==> config.mk <==
export PLATFORM = sky130hd
export DESIGN_NAME = cfi_log_queue_flat
export DESIGN_NICKNAME = d
export VERILOG_FILES = /design/src/rtl/cfi_log_queue_if.sv /design/src/rtl/cfi_log_queue.sv /design/src/flat_wrapper.sv
export SDC_FILE = /design/constraint.sdc
export NUM_CORES = 2
export LEC_CHECK = 0
export CORE_AREA = 3 3 357 359
export DETAILED_ROUTE_END_ITERATION = 8
export DIE_AREA = 0 0 360 362
export GPL_TIMING_DRIVEN = 0
export MAX_ROUTING_LAYER = met4
export PLACE_DENSITY_LB_ADDON = 0.25
export SLEW_MARGIN = 30
export SYNTH_ARGS = -nofsm -noshare
export SYNTH_HDL_FRONTEND = slang
export SYNTH_SLANG_ARGS = --single-unit
export TNS_END_PERCENT = 50
==> constraint.sdc <==
create_clock -name clk_i -period 40.8 [get_ports clk_i]
set_input_delay 6.12 -clock clk_i [delete_from_list [all_inputs] [get_ports clk_i]]
set_output_delay 6.12 -clock clk_i [all_outputs]
set_load 0.02 [all_outputs]
==> src/rtl/cfi_log_queue_if.sv <==
// Handshake bundle between the commit stage, the CFI log queue and the CFI checker.
// Per-port fields are packed arrays indexed by commit port.
interface cfi_log_queue_if #(
    parameter int unsigned NR_PORTS = 2,
    parameter int unsigned DEPTH    = 8,
    parameter int unsigned VLEN     = 64,
    parameter int unsigned CNT_W    = 16
);
    localparam int unsigned CW = $clog2(DEPTH + 1);

    logic                               flush_i;
    logic                               mode_i;
    logic [3:0]                         mask_i;
    logic [NR_PORTS-1:0]                in_valid_i;
    logic [NR_PORTS-1:0][3:0]           in_flags_i;
    logic [NR_PORTS-1:0][VLEN-1:0]      in_pc_i;
    logic [NR_PORTS-1:0][VLEN-1:0]      in_npc_i;
    logic [NR_PORTS-1:0][VLEN-1:0]      in_target_i;
    logic                               in_ready_o;
    logic                               out_valid_o;
    logic                               out_ready_i;
    logic [3:0]                         out_flags_o;
    logic [VLEN-1:0]                    out_pc_o;
    logic [VLEN-1:0]                    out_npc_o;
    logic [VLEN-1:0]                    out_target_o;
    logic                               overflow_o;
    logic [CNT_W-1:0]                   drop_cnt_o;
    logic [CW-1:0]                      count_o;

    // Producer/consumer side (commit stage + checker).
    modport master (
        output flush_i, mode_i, mask_i, in_valid_i, in_flags_i, in_pc_i, in_npc_i,
               in_target_i, out_ready_i,
        input  in_ready_o, out_valid_o, out_flags_o, out_pc_o, out_npc_o, out_target_o,
               overflow_o, drop_cnt_o, count_o
    );

    // Queue side.
    modport slave (
        input  flush_i, mode_i, mask_i, in_valid_i, in_flags_i, in_pc_i, in_npc_i,
               in_target_i, out_ready_i,
        output in_ready_o, out_valid_o, out_flags_o, out_pc_o, out_npc_o, out_target_o,
               overflow_o, drop_cnt_o, count_o
    );
endinterface

==> src/rtl/cfi_log_queue.sv <==
// Multi-port control-flow log capture buffer.
// Up to NR_PORTS records per cycle are class-filtered and written in port order
// into a DEPTH-entry circular buffer; one record per cycle drains to the checker.
// When full, mode_i selects drop-and-count (0) or backpressure (1).
module cfi_log_queue #(
    parameter int unsigned NR_PORTS = 2,
    parameter int unsigned DEPTH    = 8,
    parameter int unsigned VLEN     = 64,
    parameter int unsigned CNT_W    = 16
) (
    input  logic           clk_i,
    input  logic           rst_i,
    cfi_log_queue_if.slave q
);
    localparam int unsigned PTR_W = (DEPTH > 1) ? $clog2(DEPTH) : 1;
    localparam int unsigned CW    = $clog2(DEPTH + 1);
    // Masking keeps pointer wrap correct even for a single-entry buffer.
    localparam logic [PTR_W-1:0] PTR_MASK = PTR_W'(DEPTH - 1);

    typedef struct packed {
        logic [3:0]      flags;
        logic [VLEN-1:0] pc;
        logic [VLEN-1:0] npc;
        logic [VLEN-1:0] target;
    } rec_t;

    rec_t                           mem [DEPTH];
    logic [PTR_W-1:0]               rd_ptr, wr_ptr;
    logic [CW-1:0]                  count, free;
    logic [NR_PORTS-1:0]            qual, acc;
    logic [NR_PORTS-1:0][PTR_W-1:0] slot;
    logic [CW-1:0]                  n_acc, n_drop;
    logic                           ready, pop;
    logic                           overflow;
    logic [CNT_W-1:0]               drop_cnt;
    logic [CNT_W:0]                 drop_sum;
    rec_t                           head;

    // A record is interesting only if one of its class flags is enabled.
    for (genvar p = 0; p < NR_PORTS; p++) begin : g_qual
        assign qual[p] = q.in_valid_i[p] && |(q.in_flags_i[p] & q.mask_i);
    end

    // Space is judged on the registered count: a same-cycle pop never frees a slot.
    assign free  = CW'(DEPTH) - count;
    assign ready = q.mode_i ? (free >= CW'(NR_PORTS)) : 1'b1;
    assign pop   = (count != '0) && q.out_ready_i;

    // Assign consecutive slots to qualifying ports in ascending order; overflow is dropped.
    always_comb begin
        n_acc  = '0;
        n_drop = '0;
        acc    = '0;
        slot   = '0;
        for (int p = 0; p < NR_PORTS; p++) begin
            slot[p] = (wr_ptr + PTR_W'(n_acc)) & PTR_MASK;
            if (qual[p]) begin
                if (q.mode_i ? ready : (n_acc < free)) begin
                    acc[p] = 1'b1;
                    n_acc  = n_acc + CW'(1);
                end else if (!q.mode_i) begin
                    n_drop = n_drop + CW'(1);
                end
            end
        end
    end

    assign drop_sum = {1'b0, drop_cnt} + (CNT_W+1)'(n_drop);

    // Pointers, occupancy and drop statistics; flush clears the buffer but keeps statistics.
    always_ff @(posedge clk_i) begin
        if (rst_i) begin
            rd_ptr   <= '0;
            wr_ptr   <= '0;
            count    <= '0;
            overflow <= 1'b0;
            drop_cnt <= '0;
        end else if (q.flush_i) begin
            rd_ptr <= '0;
            wr_ptr <= '0;
            count  <= '0;
        end else begin
            wr_ptr <= (wr_ptr + PTR_W'(n_acc)) & PTR_MASK;
            if (pop) rd_ptr <= (rd_ptr + PTR_W'(1)) & PTR_MASK;
            count <= count + n_acc - CW'(pop);
            if (n_drop != '0) begin
                overflow <= 1'b1;
                drop_cnt <= drop_sum[CNT_W] ? '1 : drop_sum[CNT_W-1:0];
            end
        end
    end

    // Record storage; contents are deliberately left unreset.
    always_ff @(posedge clk_i) begin
        if (!rst_i && !q.flush_i) begin
            for (int p = 0; p < NR_PORTS; p++) begin
                if (acc[p]) begin
                    mem[slot[p]].flags  <= q.in_flags_i[p];
                    mem[slot[p]].pc     <= q.in_pc_i[p];
                    mem[slot[p]].npc    <= q.in_npc_i[p];
                    mem[slot[p]].target <= q.in_target_i[p];
                end
            end
        end
    end

    assign head           = mem[rd_ptr];
    assign q.in_ready_o   = ready;
    assign q.out_valid_o  = (count != '0);
    assign q.out_flags_o  = head.flags;
    assign q.out_pc_o     = head.pc;
    assign q.out_npc_o    = head.npc;
    assign q.out_target_o = head.target;
    assign q.overflow_o   = overflow;
    assign q.drop_cnt_o   = drop_cnt;
    assign q.count_o      = count;
endmodule
==> src/flat_wrapper.sv <==
// flat-port wrapper written by rule: the top's interface ports become plain ports
module cfi_log_queue_flat 
#(
    parameter int unsigned NR_PORTS = 2,
    parameter int unsigned DEPTH    = 8,
    parameter int unsigned VLEN     = 64,
    parameter int unsigned CNT_W    = 16
)
  (clk_i, rst_i, q_flush_i, q_mode_i, q_mask_i, q_in_valid_i, q_in_flags_i, q_in_pc_i, q_in_npc_i, q_in_target_i, q_out_ready_i, q_in_ready_o, q_out_valid_o, q_out_flags_o, q_out_pc_o, q_out_npc_o, q_out_target_o, q_overflow_o, q_drop_cnt_o, q_count_o);
  cfi_log_queue_if #(.NR_PORTS(NR_PORTS), .DEPTH(DEPTH), .VLEN(VLEN), .CNT_W(CNT_W)) q_i ();
  input  logic clk_i;
  input  logic rst_i;
  input wire logic [$bits(q_i.flush_i)-1:0] q_flush_i;
  input wire logic [$bits(q_i.mode_i)-1:0] q_mode_i;
  input wire logic [$bits(q_i.mask_i)-1:0] q_mask_i;
  input wire logic [$bits(q_i.in_valid_i)-1:0] q_in_valid_i;
  input wire logic [$bits(q_i.in_flags_i)-1:0] q_in_flags_i;
  input wire logic [$bits(q_i.in_pc_i)-1:0] q_in_pc_i;
  input wire logic [$bits(q_i.in_npc_i)-1:0] q_in_npc_i;
  input wire logic [$bits(q_i.in_target_i)-1:0] q_in_target_i;
  input wire logic [$bits(q_i.out_ready_i)-1:0] q_out_ready_i;
  output wire logic [$bits(q_i.in_ready_o)-1:0] q_in_ready_o;
  output wire logic [$bits(q_i.out_valid_o)-1:0] q_out_valid_o;
  output wire logic [$bits(q_i.out_flags_o)-1:0] q_out_flags_o;
  output wire logic [$bits(q_i.out_pc_o)-1:0] q_out_pc_o;
  output wire logic [$bits(q_i.out_npc_o)-1:0] q_out_npc_o;
  output wire logic [$bits(q_i.out_target_o)-1:0] q_out_target_o;
  output wire logic [$bits(q_i.overflow_o)-1:0] q_overflow_o;
  output wire logic [$bits(q_i.drop_cnt_o)-1:0] q_drop_cnt_o;
  output wire logic [$bits(q_i.count_o)-1:0] q_count_o;
  assign q_i.flush_i = q_flush_i;
  assign q_i.mode_i = q_mode_i;
  assign q_i.mask_i = q_mask_i;
  assign q_i.in_valid_i = q_in_valid_i;
  assign q_i.in_flags_i = q_in_flags_i;
  assign q_i.in_pc_i = q_in_pc_i;
  assign q_i.in_npc_i = q_in_npc_i;
  assign q_i.in_target_i = q_in_target_i;
  assign q_i.out_ready_i = q_out_ready_i;
  assign q_in_ready_o = q_i.in_ready_o;
  assign q_out_valid_o = q_i.out_valid_o;
  assign q_out_flags_o = q_i.out_flags_o;
  assign q_out_pc_o = q_i.out_pc_o;
  assign q_out_npc_o = q_i.out_npc_o;
  assign q_out_target_o = q_i.out_target_o;
  assign q_overflow_o = q_i.overflow_o;
  assign q_drop_cnt_o = q_i.drop_cnt_o;
  assign q_count_o = q_i.count_o;
  cfi_log_queue #(.NR_PORTS(NR_PORTS), .DEPTH(DEPTH), .VLEN(VLEN), .CNT_W(CNT_W)) u_core (.clk_i(clk_i), .rst_i(rst_i), .q(q_i));
endmodule
Word level (Yosys, flattened, before mapping)
Memories as Yosys holds them, arrays and structs flattened. A register that Yosys moved wholly into a read port is not among the register bits.
Index checks and enable logic that the tools add are counted.

cells by class
  add/subtract/negate cells = 9
  multipliers = 0
  divide/modulo/power cells = 0
  magnitude comparators = 3
  eq/ne operators = 0
  shift-type cells = 0
  multiplexer cells = 26
  bitwise gates (word level) = 3
  reduce and logical (&&, ||, !) cells = 12

operators by type and width
  cell                                                                   count
  4-bit 2-to-1 mux                                                       7
  16-bit by 4-bit adder with 17-bit output                               1
  1-bit 2-to-1 mux                                                       16
  16-bit 2-to-1 mux                                                      1
  4-bit by 1-bit adder with 4-bit output, second input constant          2
  4-bit AND                                                              2
  4-bit nonzero test                                                     2
  4-bit OR reduction                                                     2
  3-bit 2-to-1 mux                                                       2
  4-bit adder                                                            1
  4-bit by 2-bit >= comparator with 1-bit output, second input constant  1
  1-bit logical AND                                                      4
  1-bit by 4-bit < comparator with 1-bit output, first input constant    1
  4-bit < comparator                                                     1
  4-bit by 1-bit subtractor with 4-bit output                            1
  4-bit subtractor, first input constant                                 1
  3-bit by 1-bit adder with 3-bit output                                 1
  3-bit by 1-bit adder with 3-bit output, second input constant          1
  3-bit adder                                                            1
  1-bit logical NOT                                                      2
  2-bit AND reduction                                                    1
  2-bit OR reduction                                                     1
  1-bit inverter                                                         1

word-level totals
  flip-flop bits (word level) = 27
  latch bits = 0
  memory bits (writable) = 1,568
  memory bits (read-only) = 0
  input bits = 403
  word-level logic and storage cells = 59
  memories = 1

memory list
  memory      depth  width  rd ports  clocked after Yosys merged registers in  write ports  RTL line             source
  u_core.mem  8      196    1         1                                        2            cfi_log_queue.sv:27  rec_t mem [DEPTH];

Longest topological paths before layout
  depth in word-level cells = 13
  mapped depth = 15
  gate-level depth less buffers = 15

Least setup slack after synthesis
No wires, ideal clock.

  path type = input-to-reg
  start = input rst_i
  end = memory u_core.mem[0][0] (netlist name) (enable)
  setup time = 1.041 ns
  data arrival time = 21.517 ns
  data required time = 39.759 ns
  slack = 18.242 ns
  stages = 5
  buffers on the path = 2
  cells stage by stage = clkbuf_1 -> or2_2 -> clkbuf_1 -> or4_1 -> o31ai_1

RTL lines
  item                RTL line             source
  start: declaration  flat_wrapper.sv:12   input logic rst_i;
  end: declaration    cfi_log_queue.sv:27

Final worst setup path
  start = input q_mode_i
  end = output q_in_ready_o

between the ends
  cells in the longest elaborated chain, start to end = 1

RTL lines
  item                RTL line             source
  start: declaration  flat_wrapper.sv:14   input wire logic [$bits(q_i.mode_i)-1:0] q_mode_i;
  1-bit 2-to-1 mux    cfi_log_queue.sv:46  assign ready = q.mode_i ? (free >= CW'(NR_PORTS)) : 1'b1;
  end: declaration    flat_wrapper.sv:22   output wire logic [$bits(q_i.in_ready_o)-1:0] q_in_ready_o;

No other way between the ends.

==> Flow_metrics.wiki <==
{| class="wikitable"
! Metric !! Value
|-
| Wire length reported by the detailed router || 224,000 um
|-
| Total global routing overflow || 0
|-
| Critical path start-end classification || primary input to output pin
|-
| R2R Setup Slk || 34.57 ns
|-
| Kind of end point of the critical path || output pin
|-
| TritonCTS clock tree || built
|-
| Post-placement worst setup slack || 27.18 ns
|-
| Number of instances on the worst hold path || 2
|-
| CTS Root Buffer Type || clkbuf_16
|-
| Cell type with the largest total area after synthesis || edfxtp_1
|-
| Critical path data arrival time || 7.52 ns
|-
| Routed via count || 46,600
|-
| Synth Net Count || 4,654
|-
| Sequential area share after synthesis || 0.598
|-
| Required time reported for the critical path endpoint || 34.68 ns
|-
| Total GRT Usage || 0.351
|-
| Synth unique cells || 59
|-
| Floorplan Core Area || 0.124 mm^2
|-
| Rows || 129
|-
| Final Worst Setup Slack || 27.16 ns
|-
| Max-slew violations || 0
|-
| Maximum fanout encountered on the critical timing path || 4
|-
| Number of nets in the final layout || 5,587
|-
| Antenna violation net count after detailed routing || 0
|-
| Setup violators final || 0
|-
| Headroom to the max-slew limit || 0.304
|-
| Area of the mapped netlist || 0.0797 mm^2
|-
| Static Leak || 31.5 nW
|-
| Hold-fix buffer count after cts || 0
|-
| Status || finished, final reports clean
|-
| X dimension of the die || 360 um
|-
| Share of the synthesized area in the top cell type || 0.590
|-
| # resized after CTS || 0
|-
| Global routing usage on met3 || 0.0906
|-
| Final-layout worst hold slack || 0.504 ns
|-
| Final period demand of the worst path || 13.64 ns
|-
| Setup repair after global routing missed its margin || false
|-
| Clock sinks || 1,598
|-
| Number of port buffers || 621
|-
| Pwr per Cell Area || 43.0 mW/mm^2
|-
| Global routing usage on met1 || 0.434
|-
| Number of max-cap violations || 0
|-
| Gpl congestion || 0.836
|-
| Area Overhead vs Synth || 21.2%
|-
| CP startpoint kind || primary input
|-
| Depth of the CTS H-tree || 4
|-
| Most frequently used flop master after synthesis || edfxtp_1
|-
| Met2 capacity usage during global routing || 0.546
|-
| Most area-consuming cells after synthesis || edfxtp_1, mux2_2, mux4_2, mux2_1, mux2_4
|-
| DR iter-0 viols || 5,229
|-
| Launching point of the worst reg2reg path || u_core.q.count_o[0]$_SDFF_PP0_
|-
| Yosys warns || 0
|-
| Global-route layer with the greatest usage || met2
|-
| Proportion of layout cells with a drive suffix above 1 || 0.486
|-
| Accumulated negative setup slack || 0 ns
|-
| R2r endpoint || u_core.mem[3][87]$_DFFE_PP_
|-
| Worst min-delay path startpoint || u_core.q.overflow_o$_SDFFE_PP0P_
|-
| Per-cell routed wire length || 31.8 um
|-
| Number of antenna violations at the first check in global routing || 96
|-
| Inserted Clock Buffers || 167
|-
| Effective utilization at floorplan || 0.642
|-
| Total I/O pin count || 622
|-
| Number of global-route vias before repair || 48,100
|-
| Die area || 0.130 mm^2
|-
| IR Drop Worst-Case VDD || 0.0438 mV
|-
| Number of buffers on the longest clock path || 3
|-
| Worst skew pair latency || 0.78 ns
|-
| Post-synth ARST share || 0
|-
| Post-CTS Setup Bufs || 0
|-
| Most repeated cell in the gate-level netlist after synthesis || edfxtp_1
|-
| Final period utilization || 0.334
|-
| Die Span Y || 362 um
|-
| Routed via count divided by cell count || 6.64
|-
| Count of state elements after synthesis || 1,598
|-
| Number of failing hold endpoints at the final stage || 0
|-
| Clk pin slew, worst setup/hold paths || 0.06 ns
|-
| R2r worst-path depth || 21
|-
| Hold path endpoint || u_core.q.overflow_o$_SDFFE_PP0P_
|-
| Mean post-synth cell area || 18.8 um^2
|-
| First-pass GRT wire length || 324,000 um
|-
| Most frequent cells after synthesis || edfxtp_1, mux2_2, mux4_2, mux2_1, mux2_4
|-
| Actual transition at the worst max-transition pin || 1.04 ns
|-
| Maximum clock rate || 73.3 MHz
|-
| Setup clock skew after layout || 0.0219 ns
|-
| Number of flops mapped to enable cells by yosys || 1,568
|-
| Type of the worst min-delay path || flop to flop
|-
| Pre-Repair DR Iteration Count || 6
|-
| Syn Inst Count || 4,231
|-
| Maximum number of pins on one net before global-route repair || 19
|-
| Detailed-placement wirelength estimate || 148,000 um
|-
| Number of DRC violations after detailed routing || 0
|}
-- stage by stage --
step / util / area, um^2 / std cells / power (mW)
after floorplan: - / 79700 / 4231 / 2.40
after global placement: 0.709 / 88000 / 6489 / 2.73
after detailed placement: 0.735 / 91200 / 6630 / 2.70
after CTS: 0.776 / 96300 / 6925 / 4.16
after global routing: 0.778 / 96600 / 7017 / 4.27
final: 0.779 / 96600 / 7026 / 4.15
-- worst max-delay path by stage --
stage | startpoint | endpoint | depth (start not counted)
after floorplan | rst_i | u_core.mem[0][0]$_DFFE_PP_ | 5
after global placement | rst_i | u_core.mem[0][92]$_DFFE_PP_ | 6
after detailed placement | q_mode_i | q_in_ready_o | 4
after CTS | q_mode_i | q_in_ready_o | 4
after global routing | q_mode_i | q_in_ready_o | 4
final | q_mode_i | q_in_ready_o | 4
-- metal layers --
metal,share of wire,wire length [um],vias to the layer above
met5,0,0,-
met4,0.044,9800,0
met3,0.10,22600,466
met2,0.49,110000,2547
met1,0.36,80700,24100
li1,-,-,19500
-- cells in the final DEF, fill, tap and decap left out, drive strengths merged, types with 2 or more instances in the layout --
master and instances:
a211oi 2, bufinv 12, clkinvlp 2, a21oi 5
ha 17, nor3b 3, o31ai 3, buf 329
mux2 1765, a311oi 2, nand2b 3, mux2i 3
a31oi 3, mux4 392, and3 7, nor3 8
a22oi 3, nand4 8, and3b 2, clkdlybuf4s50 621
xnor2 10, a22o 2, clkinv 59, nor4 3
diode 99, and2 7, nor2 15, nand3 6
clkbuf 319, xor2 9, nand2 15, nor2b 2
o21ai 18, dfxtp 30, edfxtp 1568, or3 3
fa 3, inv 19, o21bai 3
-- cell type report --
type	instances	area, um^2
Fill cell	6687	27500
Antenna cell	99	248
Tap cell	1637	2050
Timing Repair Buffer	764	9290
Clock inverter	78	664
Buffer	288	1550
Clock buffer	217	4500
Inverter	14	52.6
Multi-Input combinational cell	2331	30600
Sequential cell	1598	47700
-- flip-flops by register name (all words and copies together) (netlist names), named ones only --
name	count
u_core.q.count_o	4
u_core.wr_ptr	3
u_core.rd_ptr	3
u_core.q.drop_cnt_o	16
u_core.q.overflow_o	1
u_core.mem	1568
-- worst max-delay path, cell delays in order --
cell	delay, ns
clkdlybuf4s50_1	0.53
nor2b_1	0.21
nand2_1	0.10
clkdlybuf4s50_1	0.55
-- cells by family (layout without fill, tap and decap cells) --
logic type,Yosys count,count (layout),synth area share
compound gates,46,46,0.00417
xor+xnor,19,19,0.00209
fa+ha+maj,20,20,0.00342
buf+inv,302,1361,0.0193
flops,1598,1598,0.598
mux,2160,2160,0.366
other cells,0,99,0
simple gates,86,86,0.00657
-- report_power, final --
part / internal [mW] / total [mW] / switching [mW] / leakage [nW]
registers: 1.87 / 1.88 / 0.0140 / 14.4
logic: 0.402 / 0.797 / 0.396 / 14.6
clock network: 0.848 / 1.48 / 0.629 / 2.52
(Power assumes the default switching activity.)
